**src/rtl/demux8_hold.sv**
```systemverilog
// Registered 1-to-8 demultiplexer with per-channel holding registers.
// Each channel holds its word until acknowledged; refused writes raise a sticky drop flag.
module demux8_hold (
    input  logic        clk,
    input  logic        rst,
    input  logic        iWe,
    input  logic [2:0]  S,
    input  logic [31:0] D,
    output logic        oReady,
    output logic [31:0] oQ0,
    output logic [31:0] oQ1,
    output logic [31:0] oQ2,
    output logic [31:0] oQ3,
    output logic [31:0] oQ4,
    output logic [31:0] oQ5,
    output logic [31:0] oQ6,
    output logic [31:0] oQ7,
    output logic [7:0]  oValid,
    input  logic [7:0]  iAck,
    output logic [3:0]  oCount,
    output logic        oDrop
);

    logic [31:0] data_r [8];
    logic [7:0]  valid_r;
    logic [3:0]  count_r;
    logic        drop_r;

    logic        ready_s;
    logic        accept_s;
    logic        refuse_s;
    logic [7:0]  wr_onehot_s;
    logic [7:0]  valid_next_s;
    logic [3:0]  count_next_s;

    function automatic logic [3:0] popcount8(input logic [7:0] v);
        logic [3:0] n;
        n = 4'd0;
        for (int i = 0; i < 8; i++) begin
            n = n + {3'd0, v[i]};
        end
        return n;
    endfunction

    // Decode the write select into a one-hot channel mask.
    always_comb begin
        wr_onehot_s = 8'h00;
        case (S)
            3'd0:    wr_onehot_s = 8'h01;
            3'd1:    wr_onehot_s = 8'h02;
            3'd2:    wr_onehot_s = 8'h04;
            3'd3:    wr_onehot_s = 8'h08;
            3'd4:    wr_onehot_s = 8'h10;
            3'd5:    wr_onehot_s = 8'h20;
            3'd6:    wr_onehot_s = 8'h40;
            3'd7:    wr_onehot_s = 8'h80;
            default: wr_onehot_s = 8'h00;
        endcase
    end

    // Acceptance and next valid/count; a same-cycle ack frees the slot for the write.
    always_comb begin
        ready_s      = ((valid_r & wr_onehot_s) == 8'h00) || ((iAck & wr_onehot_s) != 8'h00);
        accept_s     = 1'b0;
        refuse_s     = 1'b0;
        valid_next_s = valid_r & ~iAck;
        if (iWe) begin
            if (ready_s) begin
                accept_s     = 1'b1;
                valid_next_s = (valid_r & ~iAck) | wr_onehot_s;
            end else begin
                refuse_s     = 1'b1;
            end
        end else begin
            accept_s = 1'b0;
        end
        count_next_s = popcount8(valid_next_s);
    end

    // Holding registers, valid bits, occupancy and sticky drop flag.
    always_ff @(posedge clk) begin
        if (rst) begin
            for (int k = 0; k < 8; k++) begin
                data_r[k] <= 32'd0;
            end
            valid_r <= 8'h00;
            count_r <= 4'd0;
            drop_r  <= 1'b0;
        end else begin
            for (int k = 0; k < 8; k++) begin
                if (accept_s && wr_onehot_s[k]) begin
                    data_r[k] <= D;
                end
            end
            valid_r <= valid_next_s;
            count_r <= count_next_s;
            if (refuse_s) begin
                drop_r <= 1'b1;
            end
        end
    end

    assign oReady = ready_s;
    assign oQ0    = data_r[0];
    assign oQ1    = data_r[1];
    assign oQ2    = data_r[2];
    assign oQ3    = data_r[3];
    assign oQ4    = data_r[4];
    assign oQ5    = data_r[5];
    assign oQ6    = data_r[6];
    assign oQ7    = data_r[7];
    assign oValid = valid_r;
    assign oCount = count_r;
    assign oDrop  = drop_r;

endmodule

```
**config.mk**
```make
export PLATFORM = sky130hd
export DESIGN_NAME = demux8_hold
export DESIGN_NICKNAME = d
export VERILOG_FILES = /design/src/rtl/demux8_hold.sv
export SDC_FILE = /design/constraint.sdc
export NUM_CORES = 1
export LEC_CHECK = 0
export CAP_MARGIN = 30
export CORE_MARGIN = 1.5
export CORE_UTILIZATION = 39
export DETAILED_ROUTE_END_ITERATION = 10
export DONT_BUFFER_PORTS = 1
export PLACE_DENSITY = 0.6
export SETUP_SLACK_MARGIN = 0.15
export SYNTH_ARGS = -nofsm -noshare
export SYNTH_HDL_FRONTEND = slang
export SYNTH_SLANG_ARGS = --single-unit
```
**constraint.sdc**
```tcl
create_clock -name clk -period 5.25 [get_ports clk]
set_input_delay 1.05 -clock clk [delete_from_list [all_inputs] [get_ports clk]]
set_output_delay 1.05 -clock clk [all_outputs]
set_load 0.05 [all_outputs]
```
## Yosys cells after proc, flatten, opt, wreduce, memory -nomap -nowiden

Memory sizes are Yosys's and may differ from the RTL's.
Index checks and enable logic that the tools add are counted.

| cells by class | value |
|---|---|
| add/sub/neg operators | 7 |
| reduce and logical (&&, ||, !) cells | 11 |
| multiplexer cells | 40 |
| bitwise operators | 13 |

Operators with widths:

| kind | number |
|---|---|
| two-way mux 32 bit | 8 |
| two-way mux 1 bit | 30 |
| bitwise AND 8 bit | 3 |
| adder 4 x 1 -> 4 bit | 4 |
| two-way mux 8 bit | 2 |
| logical AND 1 bit | 8 |
| logical NOT 8 bit | 1 |
| inverter 8 bit | 1 |
| OR 1 bit | 8 |
| OR 8 bit | 1 |
| nonzero test 8 bit | 1 |
| adder 3 x 1 -> 4 bit | 1 |
| adder 2 x 1 -> 3 bit | 1 |
| adder 1 x 1 -> 2 bit | 1 |
| logical OR 1 bit | 1 |

| word-level totals | value |
|---|---|
| flip-flop bits (word level) | 13 |
| memories | 2 |
| logic and storage cells | 76 |
| output and inout port bits | 270 |
| RAM bits | 256 |
| ROM bits | 64 |

Memories:

| name | depth | width | rd ports | clocked after Yosys merged registers in | write ports | RTL line | source |
|---|---|---|---|---|---|---|---|
| data_r | 8 | 32 | 8 | 0 | 8 | 24 | `logic [31:0] data_r [8];` |
| (no name shown) | 8 | 8 | 1 | 0 | 0 | 48 | `case (S)` |

## Logic depth before layout (Yosys ltp)

An unclocked memory read counts as a cell.

| depth | value |
|---|---|
| depth after elaboration | 13 |
| mapped depth | 14 |
| depth with buffers taken out | 13 |

## Worst setup path after synthesis

OpenSTA, ideal clock, no wires.

| timing | value |
|---|---|
| path kind | input-to-reg |
| from | input S[0] |
| to | memory data_r[6][0], in the netlist data_r[1][64], enable pin |
| required time | 4.780 ns |
| cell stages on the path | 5 |
| path slack | 0.153 ns |
| buffers on the path | 1 |
| setup time | 0.470 ns |
| arrival | 4.627 ns |
| cell sequence | buf_6 mux4_1 mux2i_4 nor2_4 o31ai_1 |

RTL lines:

| item | RTL line | source |
|---|---|---|
| start: declaration | 7 | `input logic [2:0] S,` |
| end: declaration | 24 |  |

## Worst setup path in the final report

| timing | value |
|---|---|
| from | register valid_r[1], in the netlist oValid[1] |
| to | register count_r[2], in the netlist oCount[2] |

| on the way | value |
|---|---|
| word-level cells in the longest chain between the ends | 12 |

RTL lines:

| item | RTL line | source |
|---|---|---|
| start: declaration | 25 | `logic [7:0] valid_r;` |
| start signal: assignment | 95 | `valid_r <= valid_next_s;` |
| bitwise AND 8 bit | 63 | `ready_s = ((valid_r & wr_onehot_s) == 8'h00) \|\| ((iAck & wr_onehot_s) != 8'h00);` |
| logical NOT 8 bit | 63 |  |
| logical OR 1 bit | 63 |  |
| two-way mux 8 bit | 68 | `if (ready_s) begin` |
| two-way mux 8 bit (*) | 67 | `if (iWe) begin` |
| adder 1 x 1 -> 2 bit | 40 | `n = n + {3'd0, v[i]};` |
| adder 2 x 1 -> 3 bit | 40 |  |
| adder 3 x 1 -> 4 bit | 40 |  |
| adder 4 x 1 -> 4 bit (3 in a row) | 40 |  |
| adder 4 x 1 -> 4 bit (*) | 40 |  |
| end signal: assignment | 96 | `count_r <= count_next_s;` |
| end: declaration | 26 | `logic [3:0] count_r;` |

Every way passes the cells marked *; elsewhere a longest branch is shown, timed or not.
A chain may end at the register's enable or synchronous reset.

==> metrics.md <==
| Metric | Value |
|---|---|
| Synth area leaders | edfxtp_1 77%, nor2_1 7.3%, dfxtp_1 2.6%, nor2b_1 2.3%, buf_6 1.5% |
| Mapped Avg Cell Area | 15.4 um^2 |
| Final Core Density | approximately 45% |
| Synth warnings | 0 |
| Area growth syn-to-layout | 13.2% |
| Setup TNS | 0 ns |
| Crit path from | oValid[1] |
| DP Wirelength | 17600 um |
| Most used cell, CP | fa_1 |
| Syn nets | around 700 |
| Hold slack | slightly below 0.6 ns |
| Critical Path Fanout Max | 6 |
| Commonest non-fill, non-tap cell in the layout | edfxtp_1 |
| Area leader, netlist | edfxtp_1 |
| CP max stage delay | 0.66 ns |
| Antenna viol nets, final | 0 |
| Worst Path Arrival | approximately 4.7 ns |
| Crit-path cells | mux4_1 -> mux2i_4 -> o211ai_4 -> o22a_1 -> fa_1 -> fa_1 -> fa_1 -> inv_1 -> ha_1 -> inv_1 -> fa_1 -> xor2_1 -> nor2_1 |
| H-tree levels | 1 |
| Largest net degree at the start of global routing | 42 |
| Worst-Margin Slew | 0.879 ns |
| RSZ-0062 raised after global routing | no |
| Slowest cell on crit path | mux4_1 |
| WL final | approximately 26000 um |
| Fin nets | ~700 |
| Post-synth top area share | between 70% and 80% |
| ANT cells | 0 |
| Power per cell area | around 440 nW/um^2 |
| CP required | roughly 5.7 ns |
| Fmax | 0.234 GHz |
| Initial antenna violation count | 0 |
| Cts hold-fix bufs | 0 |
| Origin of the critical flop-to-flop path | oValid[1] |
| Die ar. | ~27000 um^2 |
| Rows | 58 |
| Gate Count Post-Synth | around 650 |
| IO Pins | roughly 320 |
| Most frequent cells in the layout | 256 x edfxtp_1, 195 x nor2_1, 37 x nor2b_1 |
| Register bit count reported by yosys | 269 |
| Initial core utilization | 39.7% |
| Root buf cell | clkbuf_16 |
| DR pass1 iterations | 5 |
| Buffers inserted by post-CTS timing repair | 0 |
| Post-synthesis sequential area ratio | between 70% and 80% |
| Slew headroom | 41.0% |
| Final slew viol count | 0 |
| WS Path Type | reg -> reg |
| Layout cells sized above 1 | roughly 10% |
| Vias in the first global route | around 5500 |
| DRC Markers | 0 |
| Maximum root-to-sink buffer count | 3 |
| Insertion delay to the later sink of the worst-skew pair | between 0.5 and 0.6 ns |
| Syn Std Cell Area | between 9000 and 10000 um^2 |
| Die Ht | between 150 and 200 um |
| Chip Width | 163 um |
| Worst Setup Start Kind | flip-flop |
| Clock skew | between 0.015 and 0.02 ns |
| Core footprint | 25100 um^2 |
| Fin crit period | roughly 4.3 ns |
| TritonCTS clock tree | done |
| Status | finished, final reports clean |
| Worst-path clk slew | about 0.060 ns |
| VDD IR max | 0.209 mV |
| CTS resizes | 0 |
| Total congestion overflow | 0 |
| Hold Violations, Final | 0 |
| Final Wtd Congestion | between 0.8 and 0.9 |
| Max-cap violations | 0 |
| DR iter-0 viols | between 600 and 700 |
| Wire per inst | approximately 26 um |
| Count of different cell masters after synthesis | between 40 and 50 |
| Total CTS buffers | 27 |
| Critical Path End Type | flip-flop |
| # port buffers | 0 |
| Period utilization | between 80% and 90% |
| Routed vias/inst | 5.43 |
| Hold path startpoint | rst |
| First-pass GRT wire length | 37200 um |
| Global-route total usage across every layer | 19.2% |
| Worst hold path class | in -> reg |
| Total leakage power | ~3.9 nW |
| DR vias | about 5500 |
| Clk sink count | 269 |
| Final Setup Violations | 0 |
## per-stage QoR
stage          worst slack, ns  cells  total power, mW  cell area, um^2
2_1_floorplan            0.153    646             3.06             9970
3_3_place_gp             0.539    960             3.14            10400
3_5_place_dp             0.481    960             3.15            10400
4_1_cts                  0.953   1008             5.04            11300
5_1_grt                  0.818   1008             5.15            11300
6_report                 0.969   1008             5.02            11300
## per-layer routing
layer / part of all wire [%] / global-route usage (%) / wire, um / up-vias
li1: - / - / - / 2308
met1: 38 / 23.8 / 10200 / 2775
met2: 51 / 33.6 / 13600 / 332
met3: 7.9 / 4.25 / 2100 / 58
met4: 2.3 / 5.96 / 622 / 0
met5: 0 / 0 / 0 / -
## synthesized netlist by cell type (all sizes together)
cell type	n
a21oi	1
a2bb2oi	4
a31oi	1
a32o	1
a41o	2
and2	3
and3	3
buf	20
clkbuf	12
clkinv	2
dfxtp	13
edfxtp	256
fa	4
ha	3
inv	13
mux2	1
mux2i	1
mux4	4
nand2	35
nand2b	3
nand3	3
nand4	1
nor2	196
nor2b	37
nor3	1
nor3b	1
o211ai	4
o21ai	10
o22a	1
o22ai	1
o2bb2ai	2
o31a	1
o31ai	1
o32ai	2
o41ai	1
or3	1
xor2	1
## power by group
part           total, mW  leakage, nW  switching, mW  internal [mW]
Clock               1.92        0.423          0.778           1.14
Sequential          2.91         2.79          0.431           2.47
Combinational      0.195        0.708          0.150         0.0448
## cell families after synthesis
logic type | after synthesis | share of synthesized area, %
adder cells (fa/ha/maj) | 7 | 1.18
multiplexers | 6 | 1.39
AO/OA/AOI/OAI | 32 | 2.60
buffers and inverters | 47 | 2.99
AND/OR/NAND/NOR | 284 | 12.1
flip-flops | 269 | 79.7
XOR/XNOR | 1 | 0.0878
## worst max-delay path, delay by kind of cell (launching register included)
| family | cells | cell delay (ns) |
|---|---|---|
| compound gates | 2 | 0.31 |
| xor+xnor | 1 | 0.14 |
| fa+ha+maj | 5 | 1.94 |
| buf+inv | 2 | 0.12 |
| flops | 1 | 0.52 |
| mux | 2 | 1.08 |
| simple gates | 1 | 0.05 |
## final timing paths
path / to / slack (ns) / cells after the start
max reg2reg: oCount[2] / 0.97 / 13
max: oCount[2] / 0.97 / 13
min: oCount[1] / 0.60 / 1
min reg2reg: oDrop / 0.73 / 1
## area by class of cell
cell class | instances | area (um^2)
multi-input combinational | 330 | 1870
clock inverter | 13 | 163
clock buffer | 35 | 706
tap | 330 | 413
inverter | 15 | 56.3
timing repair buffer | 16 | 133
fill | 2208 | 13800
sequential | 269 | 7950
## registers in the layout, indices dropped and copies added, names as in the netlist
register and flops:
oCount 4, oDrop 1, oValid 8, data_r 256
Power figures use the tool's default switching activity.
